===== src/rtl/irq_ctrl_pkg.sv =====
// irq_ctrl_pkg: register offsets, bus FSM states and the claim
// priority helper shared by the interrupt controller files.
package irq_ctrl_pkg;

  localparam int MAX_IRQ = 32;

  localparam logic [4:0] OFF_PENDING = 5'h00;
  localparam logic [4:0] OFF_ENABLE  = 5'h04;
  localparam logic [4:0] OFF_MODE    = 5'h08;
  localparam logic [4:0] OFF_INFO    = 5'h0C;
  localparam logic [4:0] OFF_CLAIM   = 5'h10;

  typedef enum logic {
    IDLE,
    ACK
  } bus_state_t;

  // Returns {valid, id} of the lowest set bit, or 0 when none is set.
  function automatic logic [5:0] lowest_set(
    input logic [MAX_IRQ-1:0] v
  );
    logic [5:0] r;
    r = '0;
    for (int i = MAX_IRQ - 1; i >= 0; i--) begin
      if (v[i]) r = {1'b1, 5'(i)};
    end
    return r;
  endfunction

endpackage


===== src/rtl/irq_sync_edge.sv =====
// irq_sync_edge: one channel's input synchroniser chain plus a
// rising-edge detect on the synchronised level.
module irq_sync_edge
  import irq_ctrl_pkg::*;
#(
  parameter int SYNC_STAGES = 2
) (
  input  logic i_clk,
  input  logic i_rst,
  input  logic i_irq,
  output logic o_level,
  output logic o_rise
);

  logic [SYNC_STAGES-1:0] r_sync;
  logic                   r_prev;

  always_ff @(posedge i_clk or posedge i_rst) begin
    if (i_rst) begin
      r_sync <= '0;
      r_prev <= 1'b0;
    end else begin
      r_sync <= {r_sync[SYNC_STAGES-2:0], i_irq};
      r_prev <= r_sync[SYNC_STAGES-1];
    end
  end

  assign o_level = r_sync[SYNC_STAGES-1];
  assign o_rise  = o_level & ~r_prev;

endmodule


===== src/rtl/irq_ctrl.sv =====
// irq_ctrl: NUM_IRQ-channel interrupt controller on the picorv32 mem bus.
// Define IRQ_CTRL_PRIO_EN for the CLAIM register and one-hot cpu_irq.
module irq_ctrl
  import irq_ctrl_pkg::*;
#(
  parameter int          NUM_IRQ     = 16,
  parameter logic [31:0] BASE_ADDR   = 32'h1000_0000,
  parameter int          SYNC_STAGES = 2
) (
  input  logic               clk,
  input  logic               rst,
  input  logic [NUM_IRQ-1:0] irq_in,
  output logic [NUM_IRQ-1:0] eoi_out,
  output logic [31:0]        cpu_irq,
  input  logic [31:0]        cpu_eoi,
  input  logic               mem_valid,
  input  logic [31:0]        mem_addr,
  input  logic [31:0]        mem_wdata,
  input  logic [3:0]         mem_wstrb,
  output logic [31:0]        mem_rdata,
  output logic               mem_ready
);

  logic [NUM_IRQ-1:0] w_lvl;
  logic [NUM_IRQ-1:0] w_rise;
  logic [NUM_IRQ-1:0] w_eoi_rise;
  logic [NUM_IRQ-1:0] w_w1c;
  logic [NUM_IRQ-1:0] w_wmask;
  logic [NUM_IRQ-1:0] w_wdata;
  logic [NUM_IRQ-1:0] w_pend_nx;
  logic [31:0]        w_bmask;
  logic [31:0]        w_rd;
  logic [4:0]         w_off;
  logic [5:0]         w_claim;
  logic               w_acc;
  logic               w_wr;
  logic               w_unused;

  logic [NUM_IRQ-1:0] r_pend;
  logic [NUM_IRQ-1:0] r_en;
  logic [NUM_IRQ-1:0] r_mode;
  logic [NUM_IRQ-1:0] r_eoi_prev;
  logic [NUM_IRQ-1:0] r_eoi_out;
  logic [NUM_IRQ-1:0] r_cpu_irq;
  bus_state_t         r_state;
  logic               r_ready;
  logic [31:0]        r_rdata;

  for (genvar g = 0; g < NUM_IRQ; g++) begin : g_ch
    irq_sync_edge #(
      .SYNC_STAGES(SYNC_STAGES)
    ) u_sync (
      .i_clk  (clk),
      .i_rst  (rst),
      .i_irq  (irq_in[g]),
      .o_level(w_lvl[g]),
      .o_rise (w_rise[g])
    );
  end

  assign w_off   = mem_addr[4:0];
  assign w_acc   = (r_state == IDLE) && mem_valid &&
                   (mem_addr[31:5] == BASE_ADDR[31:5]);
  assign w_wr    = w_acc && (mem_wstrb != 4'b0000);
  assign w_bmask = {{8{mem_wstrb[3]}}, {8{mem_wstrb[2]}},
                    {8{mem_wstrb[1]}}, {8{mem_wstrb[0]}}};
  assign w_wmask = w_bmask[NUM_IRQ-1:0];
  assign w_wdata = mem_wdata[NUM_IRQ-1:0] & w_wmask;
  assign w_w1c   = (w_wr && w_off == OFF_PENDING) ? w_wdata : '0;

  assign w_eoi_rise = cpu_eoi[NUM_IRQ-1:0] & ~r_eoi_prev;

  // Edge channels: a new edge beats any clear in the same cycle.
  assign w_pend_nx =
    (r_mode & ((r_pend & ~(w_w1c | w_eoi_rise)) | w_rise)) |
    (~r_mode & w_lvl);

  always_ff @(posedge clk or posedge rst) begin
    if (rst) begin
      r_pend     <= '0;
      r_en       <= '0;
      r_mode     <= '0;
      r_eoi_prev <= '0;
      r_eoi_out  <= '0;
    end else begin
      r_pend     <= w_pend_nx;
      r_eoi_prev <= cpu_eoi[NUM_IRQ-1:0];
      r_eoi_out  <= w_eoi_rise;
      if (w_wr && w_off == OFF_ENABLE)
        r_en <= (r_en & ~w_wmask) | w_wdata;
      if (w_wr && w_off == OFF_MODE)
        r_mode <= (r_mode & ~w_wmask) | w_wdata;
    end
  end

`ifdef IRQ_CTRL_PRIO_EN
  logic [NUM_IRQ-1:0] r_pe;

  assign w_claim = lowest_set(MAX_IRQ'(r_pe));

  always_ff @(posedge clk or posedge rst) begin
    if (rst) begin
      r_pe      <= '0;
      r_cpu_irq <= '0;
    end else begin
      r_pe      <= r_pend & r_en;
      r_cpu_irq <= w_claim[5] ? (NUM_IRQ'(1) << w_claim[4:0]) : '0;
    end
  end
`else
  assign w_claim = '0;

  always_ff @(posedge clk or posedge rst) begin
    if (rst) r_cpu_irq <= '0;
    else     r_cpu_irq <= r_pend & r_en;
  end
`endif

  always_comb begin
    w_rd = '0;
    unique case (1'b1)
      w_off == OFF_PENDING: w_rd = 32'(r_pend);
      w_off == OFF_ENABLE:  w_rd = 32'(r_en);
      w_off == OFF_MODE:    w_rd = 32'(r_mode);
      w_off == OFF_INFO:    w_rd = {26'b0, 6'(NUM_IRQ)};
      w_off == OFF_CLAIM:
        w_rd = w_claim[5] ? {1'b1, 26'b0, w_claim[4:0]} : '0;
      default:              w_rd = '0;
    endcase
  end

  always_ff @(posedge clk or posedge rst) begin
    if (rst) begin
      r_state <= IDLE;
      r_ready <= 1'b0;
      r_rdata <= '0;
    end else begin
      unique case (r_state)
        IDLE: begin
          if (w_acc) begin
            r_state <= ACK;
            r_ready <= 1'b1;
            r_rdata <= w_wr ? '0 : w_rd;
          end
        end
        ACK: begin
          r_state <= IDLE;
          r_ready <= 1'b0;
          r_rdata <= '0;
        end
      endcase
    end
  end

  assign eoi_out   = r_eoi_out;
  assign cpu_irq   = 32'(r_cpu_irq);
  assign mem_ready = r_ready;
  assign mem_rdata = r_rdata;

  assign w_unused = ^{cpu_eoi, mem_wdata, w_bmask};

endmodule


===== config.mk =====
export PLATFORM = sky130hd
export DESIGN_NAME = irq_ctrl
export DESIGN_NICKNAME = d
export VERILOG_FILES = /design/src/rtl/irq_ctrl_pkg.sv /design/src/rtl/irq_sync_edge.sv /design/src/rtl/irq_ctrl.sv
export SDC_FILE = /design/constraint.sdc
export NUM_CORES = 1
export LEC_CHECK = 0
export CORE_UTILIZATION = 50
export DETAILED_ROUTE_END_ITERATION = 8
export PLACE_DENSITY = 0.95
export SLEW_MARGIN = 20
export SYNTH_ARGS = -nofsm -noshare
export SYNTH_HDL_FRONTEND = slang
export SYNTH_HIERARCHICAL = 1
export SYNTH_SLANG_ARGS = --single-unit

===== constraint.sdc =====
create_clock -name clk -period 6.7 [get_ports clk]
set_clock_uncertainty 0.1 [all_clocks]
set_input_delay 1.005 -clock clk [delete_from_list [all_inputs] [get_ports clk]]
set_output_delay 1.005 -clock clk [all_outputs]
set_load 0.02 [all_outputs]

==> results of run 1 <==
==> report_power, final <==
part / internal [mW] / leakage, nW / switching [mW]
logic: 0.0748 / 1.61 / 0.0782
registers: 1.01 / 1.98 / 0.0165
clock network: 0.603 / 0.286 / 0.380
total: 1.69 / 3.87 / 0.475
==> cell type report <==
| cell class | instances | area, sq um |
|---|---|---|
| clock inverters | 10 | 132.6 |
| multi-input cells | 302 | 2188 |
| inverters | 27 | 103.9 |
| fillers | 906 | 4131 |
| flip-flops and latches | 162 | 4054 |
| repair buffers | 139 | 1381 |
| clock buffers | 22 | 464.2 |
| well taps | 172 | 215.2 |
==> layout by cell type, fill, tap and decap left out, types with 2 or more instances in the layout <==
cell             Yosys  layout
o2bb2ai_1           15      15
clkbuf_8             0       2
nor2_1              10      10
clkinvlp_4           0       3
dfrtp_1            162     162
o21ai_0             24      24
clkbuf_1             6       3
clkbuf_16            0      17
buf_4               33       4
bufinv_16            0       3
conb_1               1      32
mux2_2              24      24
mux2i_1             39      39
nor3_2               3       3
o21a_1               7       7
nand4b_1             2       2
inv_1               26      25
and2_1              17      17
clkdlybuf4s50_1      0     135
nor4b_1              2       2
a21oi_1              8       8
nand4_2              2       2
mux2_4               8       8
nand3_1              4       4
nor4_1               5       5
nand3b_1             7       7
nor2b_4             16      16
nor3_1               5       5
nand2_1             41      41
clkinv_2             0       4
nor2b_1             25      24
==> path summary, 6_finish.rpt <==
check / from / endpoint / cells past startpoint
worst max register to register: r_state$_DFF_PP0_ / r_pend[12]$_DFF_PP0_ / 4
worst max-delay path: mem_addr[2] / register / 5
worst min-delay path: g_ch[6].u_sync/r_sync[0]$_DFF_PP0_ / g_ch[6].u_sync/r_sync[1]$_DFF_PP0_ / 0
max in group asynchronous: rst / asynchronous set/reset pin / 4
worst min register to register: g_ch[6].u_sync/r_sync[0]$_DFF_PP0_ / g_ch[6].u_sync/r_sync[1]$_DFF_PP0_ / 0
min in group asynchronous: rst / g_ch[12].u_sync/r_sync[1]$_DFF_PP0_ / 3
==> kinds of logic (layout without fill, tap and decap cells) <==
family / after synthesis / in the layout
muxes: 71 / 71
other: 1 / 32
DFF: 162 / 162
and+or+nand+nor: 142 / 142
buffers and inverters: 70 / 198
AOI/OAI and AO/OA: 57 / 57
==> layer usage <==
layer  vias to the layer above  track usage [%]  part of all wire (%)
met4                         0            12.05                   3.0
met3                        35            5.086                   5.8
met1                      2097            26.95                    40
met2                       178            40.32                    51
met5                         -                0                     0
li1                       1924                -                     -
==> per-stage QoR <==
stage	worst slack [ns]	instances
finish	2.547	834
global route	2.439	834
CTS	2.612	834
detailed placement	2.158	802
global placement	2.313	802
floorplan	2.579	534
==> worst max-delay path, delay by kind of cell <==
family                 cells  cell delay [ns]
and+or+nand+nor            3             1.83
buffers and inverters      1             1.08
muxes                      1             0.43
==> run metrics, run 1 <==
worst min-delay path class=register to register; wirelength, routed=14.73 mm; mux contribution to synthesized area=11.97%; DIE AREA=13500 sq um; area leader, netlist=dfrtp_1; Crit. End Element=register; pin count of the biggest net entering global routing=59; gr ovfl total=0; outcome=completed; first-pass GRT wire length=22.75 mm; H-tree Lvls=4; Crit path largest cell delay=1.08 ns; Root Buffer=clkbuf_16; input/output buffers=135; final hold viol count=0; Final Cycle Share=61.98%; P per Cell Area=253.0 nW/um^2; clock-pin slew on the worst setup and hold paths=0.06 ns; most common cell in the synthesized netlist=dfrtp_1; DR vias=4234; Die Ht=116.2 um; Initial Util=51.47%; TritonRoute pass-1 iters=4; Synth top area share=62.16%; layout cells sized above 1=13.44%; Antenna Cells=0; boundary pin count=200; core area=12670 sq um; slowest CP cell=clkdlybuf4s50_1; synth unique cells=34; Pwr Total=2.160 mW; leakage power=3.869 nW; Synth Register Bits=162; Slew Viols, Final=0; DIE WIDTH=116.2 um; simple-gate area share of the yosys netlist=14.06%; Num CTS Buffers=17; Final #Nets=768; sequential element share of the synthesized area=62.16%; Avg Vias per Cell=5.077; Compound-Gate Fraction of Synth Area=5.641%; drt drc=0; DP HPWL=9.996 mm; WP data arrival=4.36 ns; crit-path cells=clkdlybuf4s50_1 -> nor2b_2 -> nand3_1 -> nor3_2 -> mux2_2; Worst Max-Slew Pin Slew=1.004 ns; dominant combinational cell family by area after synthesis=simple AND/OR/NAND/NOR gates; Layout Utilization=67.39%; asr flop ratio synth=100.0%; setup_tns=0 ns; Max IR drop VDD=0.0002053 V; Cells after Synth=503; Yosys warning count=6; clk buf depth=2; worst skew pair latency=0.43 ns; CTS tree=built; Post-Syn Area=6521 sq um; Placed Area=7943 sq um; dominant synthesized flop cell=dfrtp_1; Worst setup SP type=input pin; crit path kind=input pin to register; vias in the first global route=4460; drt initial violations=168; Area contributors post-synth=dfrtp_1, mux2i_1, mux2_2; Final Critical Period=4.153 ns; Synth Area in XOR/XNOR=0%; PostCTS Resize Cnt=0; syn avg cell area=12.96 sq um; hold slack=0.2478 ns; ANT nets after route=0; Overall Global Routing Usage=23.16%; leading cell types by count after synthesis=dfrtp_1, nand2_1, mux2i_1; RSZ-0062 raised after global routing=false; CTS Hold Bufs=0; Final setup viols=0; GP Congestion=0.8015; Critical Path RT=6.91 ns; Setup Fix Bufs, Post-CTS=0; maxcap violations=0; row count=41; crit-path max FO=20; initial antenna violation count=0; EDFF count, synth=0; Post-Synth Adder-Cell Area=0%; Area Overhead vs Synth=30.95%; post-route design area=8539 sq um; r2r setup slk=4.10 ns; f_max=240.8 MHz; Slew HR=32.57%; Sinks on Clock Net=162; Wirelength per Cell=17.67 um
No activity file was read; power rests on OpenSTA's default activity.
==> inputs of run 2 (changes only) <==
--- a/config.mk
+++ b/config.mk
@@ -5,9 +5,9 @@
 export SDC_FILE = /design/constraint.sdc
 export NUM_CORES = 1
 export LEC_CHECK = 0
-export CORE_UTILIZATION = 50
+export CORE_UTILIZATION = 42
 export DETAILED_ROUTE_END_ITERATION = 8
-export PLACE_DENSITY = 0.95
+export PLACE_DENSITY = 0.86
 export SLEW_MARGIN = 20
 export SYNTH_ARGS = -nofsm -noshare
 export SYNTH_HDL_FRONTEND = slang
==> constraint.sdc (replaced) <==
create_clock -name clk -period 3.6 [get_ports clk]
set_clock_uncertainty 0.1 [all_clocks]
set_input_delay 0.54 -clock clk [delete_from_list [all_inputs] [get_ports clk]]
set_output_delay 0.54 -clock clk [all_outputs]
set_load 0.02 [all_outputs]
==> run metrics, run 2 (same netlist as run 1, synthesis figures left out) <==
outcome=completed (unchanged); Antenna Cells=0 (unchanged); pin count of the biggest net entering global routing=57 (was 59); Final Cycle Share=75.91%; CTS Hold Bufs=0 (unchanged); Avg Vias per Cell=4.935 (was 5.077); WL met3=914 um (was 860 um); WP data arrival=2.94 ns (was 4.36 ns); Max IR drop VDD=0.0003172 V (was 0.0002053 V); first-pass GRT wire length=23.96 mm (was 22.75 mm); most common cell after layout, fill and taps aside=dfrtp_1 (unchanged); Num CTS Buffers=17 (unchanged); crit path kind=input pin to register (unchanged); Worst setup SP type=input pin (unchanged); Final #Nets=780 (was 768); wl on met1=6.328 mm (was 5.863 mm); highest routed metal layer=met4 (unchanged); setup_tns=0 ns (unchanged); clock-pin slew on the worst setup and hold paths=0.06 ns (about the same); leakage power=3.977 nW (was 3.869 nW); Crit. End Element=register (unchanged); vias in the first global route=4591 (was 4460); slowest CP cell=or3_1 (was clkdlybuf4s50_1); r2r setup slk=1.17 ns (was 4.10 ns); boundary pin count=200 (unchanged); FF-to-FF path depth=5 (was 4); routed wl met2=7.428 mm (was 7.567 mm); RSZ-0062 raised after global routing=false (unchanged); worst skew pair latency=0.42 ns (was 0.43 ns); drt drc=0 (unchanged); TritonRoute pass-1 iters=4 (unchanged); Wirelength per Cell=17.43 um (was 17.67 um); GP Congestion=0.7771 (was 0.8015); Setup WS pre-CTS=0.4653 ns (was 2.158 ns); hold slack=0.2476 ns (was 0.2478 ns); Sinks on Clock Net=162 (unchanged); ANT nets after route=0 (unchanged); Critical Path RT=3.81 ns (was 6.91 ns); CTS tree=built (unchanged); row count=45 (was 41); DIE AREA=16030 sq um (was 13500 sq um); DR vias=4254 (was 4234); gr ovfl total=0 (unchanged); Crit path largest cell delay=0.65 ns (was 1.08 ns); Initial Util=42.90% (was 51.47%); input/output buffers=135 (unchanged); final worst slack=0.8672 ns (was 2.547 ns); wirelength, routed=15.02 mm (was 14.73 mm); Pwr Total=4.287 mW (was 2.160 mW); Worst Max-Slew Pin Slew=0.7251 ns (was 1.004 ns); hold_sp=g_ch[2].u_sync/r_sync[0]$_DFF_PP0_ (was g_ch[6].u_sync/r_sync[0]$_DFF_PP0_); Root Buffer=clkbuf_16 (unchanged); worst hold endpoint=g_ch[2].u_sync/r_sync[1]$_DFF_PP0_ (was g_ch[6].u_sync/r_sync[1]$_DFF_PP0_); Slew Viols, Final=0 (unchanged); layout cells sized above 1=14.84% (was 13.44%); PostCTS Resize Cnt=0 (unchanged); initial antenna violation count=0 (unchanged); Min-Delay Path Depth=0 (unchanged); Area Overhead vs Synth=34.17% (was 30.95%); maxcap violations=0 (unchanged); Final Critical Period=2.733 ns; H-tree Lvls=4 (unchanged); f_max=365.9 MHz; Fill cells=1196 (was 906); final hold viol count=0 (unchanged); Crit Reg-Reg Startpoint=r_state$_DFF_PP0_ (unchanged); DIE WIDTH=126.6 um (was 116.2 um); core area=15200 sq um (was 12670 sq um); drt initial violations=152 (was 168); most frequent cells in the layout=dfrtp_1, clkdlybuf4s50_1, nand2_1 (unchanged); crit-path max FO=8 (was 20); clk buf depth=2 (unchanged); Final setup viols=0 (unchanged); Overall Global Routing Usage=20.05% (was 23.16%); DP HPWL=10.60 mm (was 9.996 mm); crit-path cells=clkdlybuf4s50_1 -> nor4b_1 -> nand4_2 -> buf_4 -> or3_1 -> mux2_4 (was clkdlybuf4s50_1 -> nor2b_2 -> nand3_1 -> nor3_2 -> mux2_2); P per Cell Area=489.9 nW/um^2 (was 253.0 nW/um^2); worst min-delay path class=register to register (unchanged); Slew HR=51.55% (was 32.57%); Die Ht=126.6 um (was 116.2 um); Setup Fix Bufs, Post-CTS=0 (unchanged)
## run 2: final cells by class
cell class | instances | area (sq um) | share of cell area [%]
flip-flops and latches | 162 | 4054 | 46.33
multi-input cells | 302 | 2188 | 25.01
repair buffers | 151 | 1484 | 16.96
clock buffers | 22 | 454.2 | 5.191
well taps | 188 | 235.2 | 2.688
clock inverters | 10 | 229.0 | 2.617
inverters | 27 | 105.1 | 1.201
## run 2: worst max-delay path by stage
stage,cells past startpoint,slack (ns),from,endpoint
6_report,6,0.87,mem_addr[9],register
5_1_grt,6,0.64,mem_addr[9],register
4_1_cts,6,0.92,mem_addr[9],register
3_5_place_dp,6,0.47,mem_addr[9],register
3_3_place_gp,6,0.53,mem_addr[9],register
2_1_floorplan,5,1.36,mem_addr[30],register
## run 2: through the flow
stage          cell area, sq um  std cells  util, %
3_5_place_dp               8066        830    53.06
2_1_floorplan              6641        534        -
5_1_grt                    8750        862    57.56
6_report                   8750        862    57.56
3_3_place_gp               8066        830    53.06
4_1_cts                    8750        862    57.56
## run 2: per-layer routing
layer	up-vias	track usage (%)
li1	1947	-
met1	2147	23.80
met2	137	33.73
met3	23	6.706
met4	0	7.796
met5	-	0
## run 2: where the power goes
| group | switching [mW] | total (mW) | internal, mW | leakage (nW) |
|---|---|---|---|---|
| logic | 0.149 | 0.294 | 0.145 | 1.67 |
| registers | 0.0293 | 1.91 | 1.88 | 1.98 |
| clock network | 0.699 | 2.09 | 1.39 | 0.332 |
## run 2: worst max-delay path, delay by kind of cell
family                 cells  cell delay, ns
AND/OR/NAND/NOR            3            1.31
buffers and inverters      2            0.68
multiplexers               1            0.40
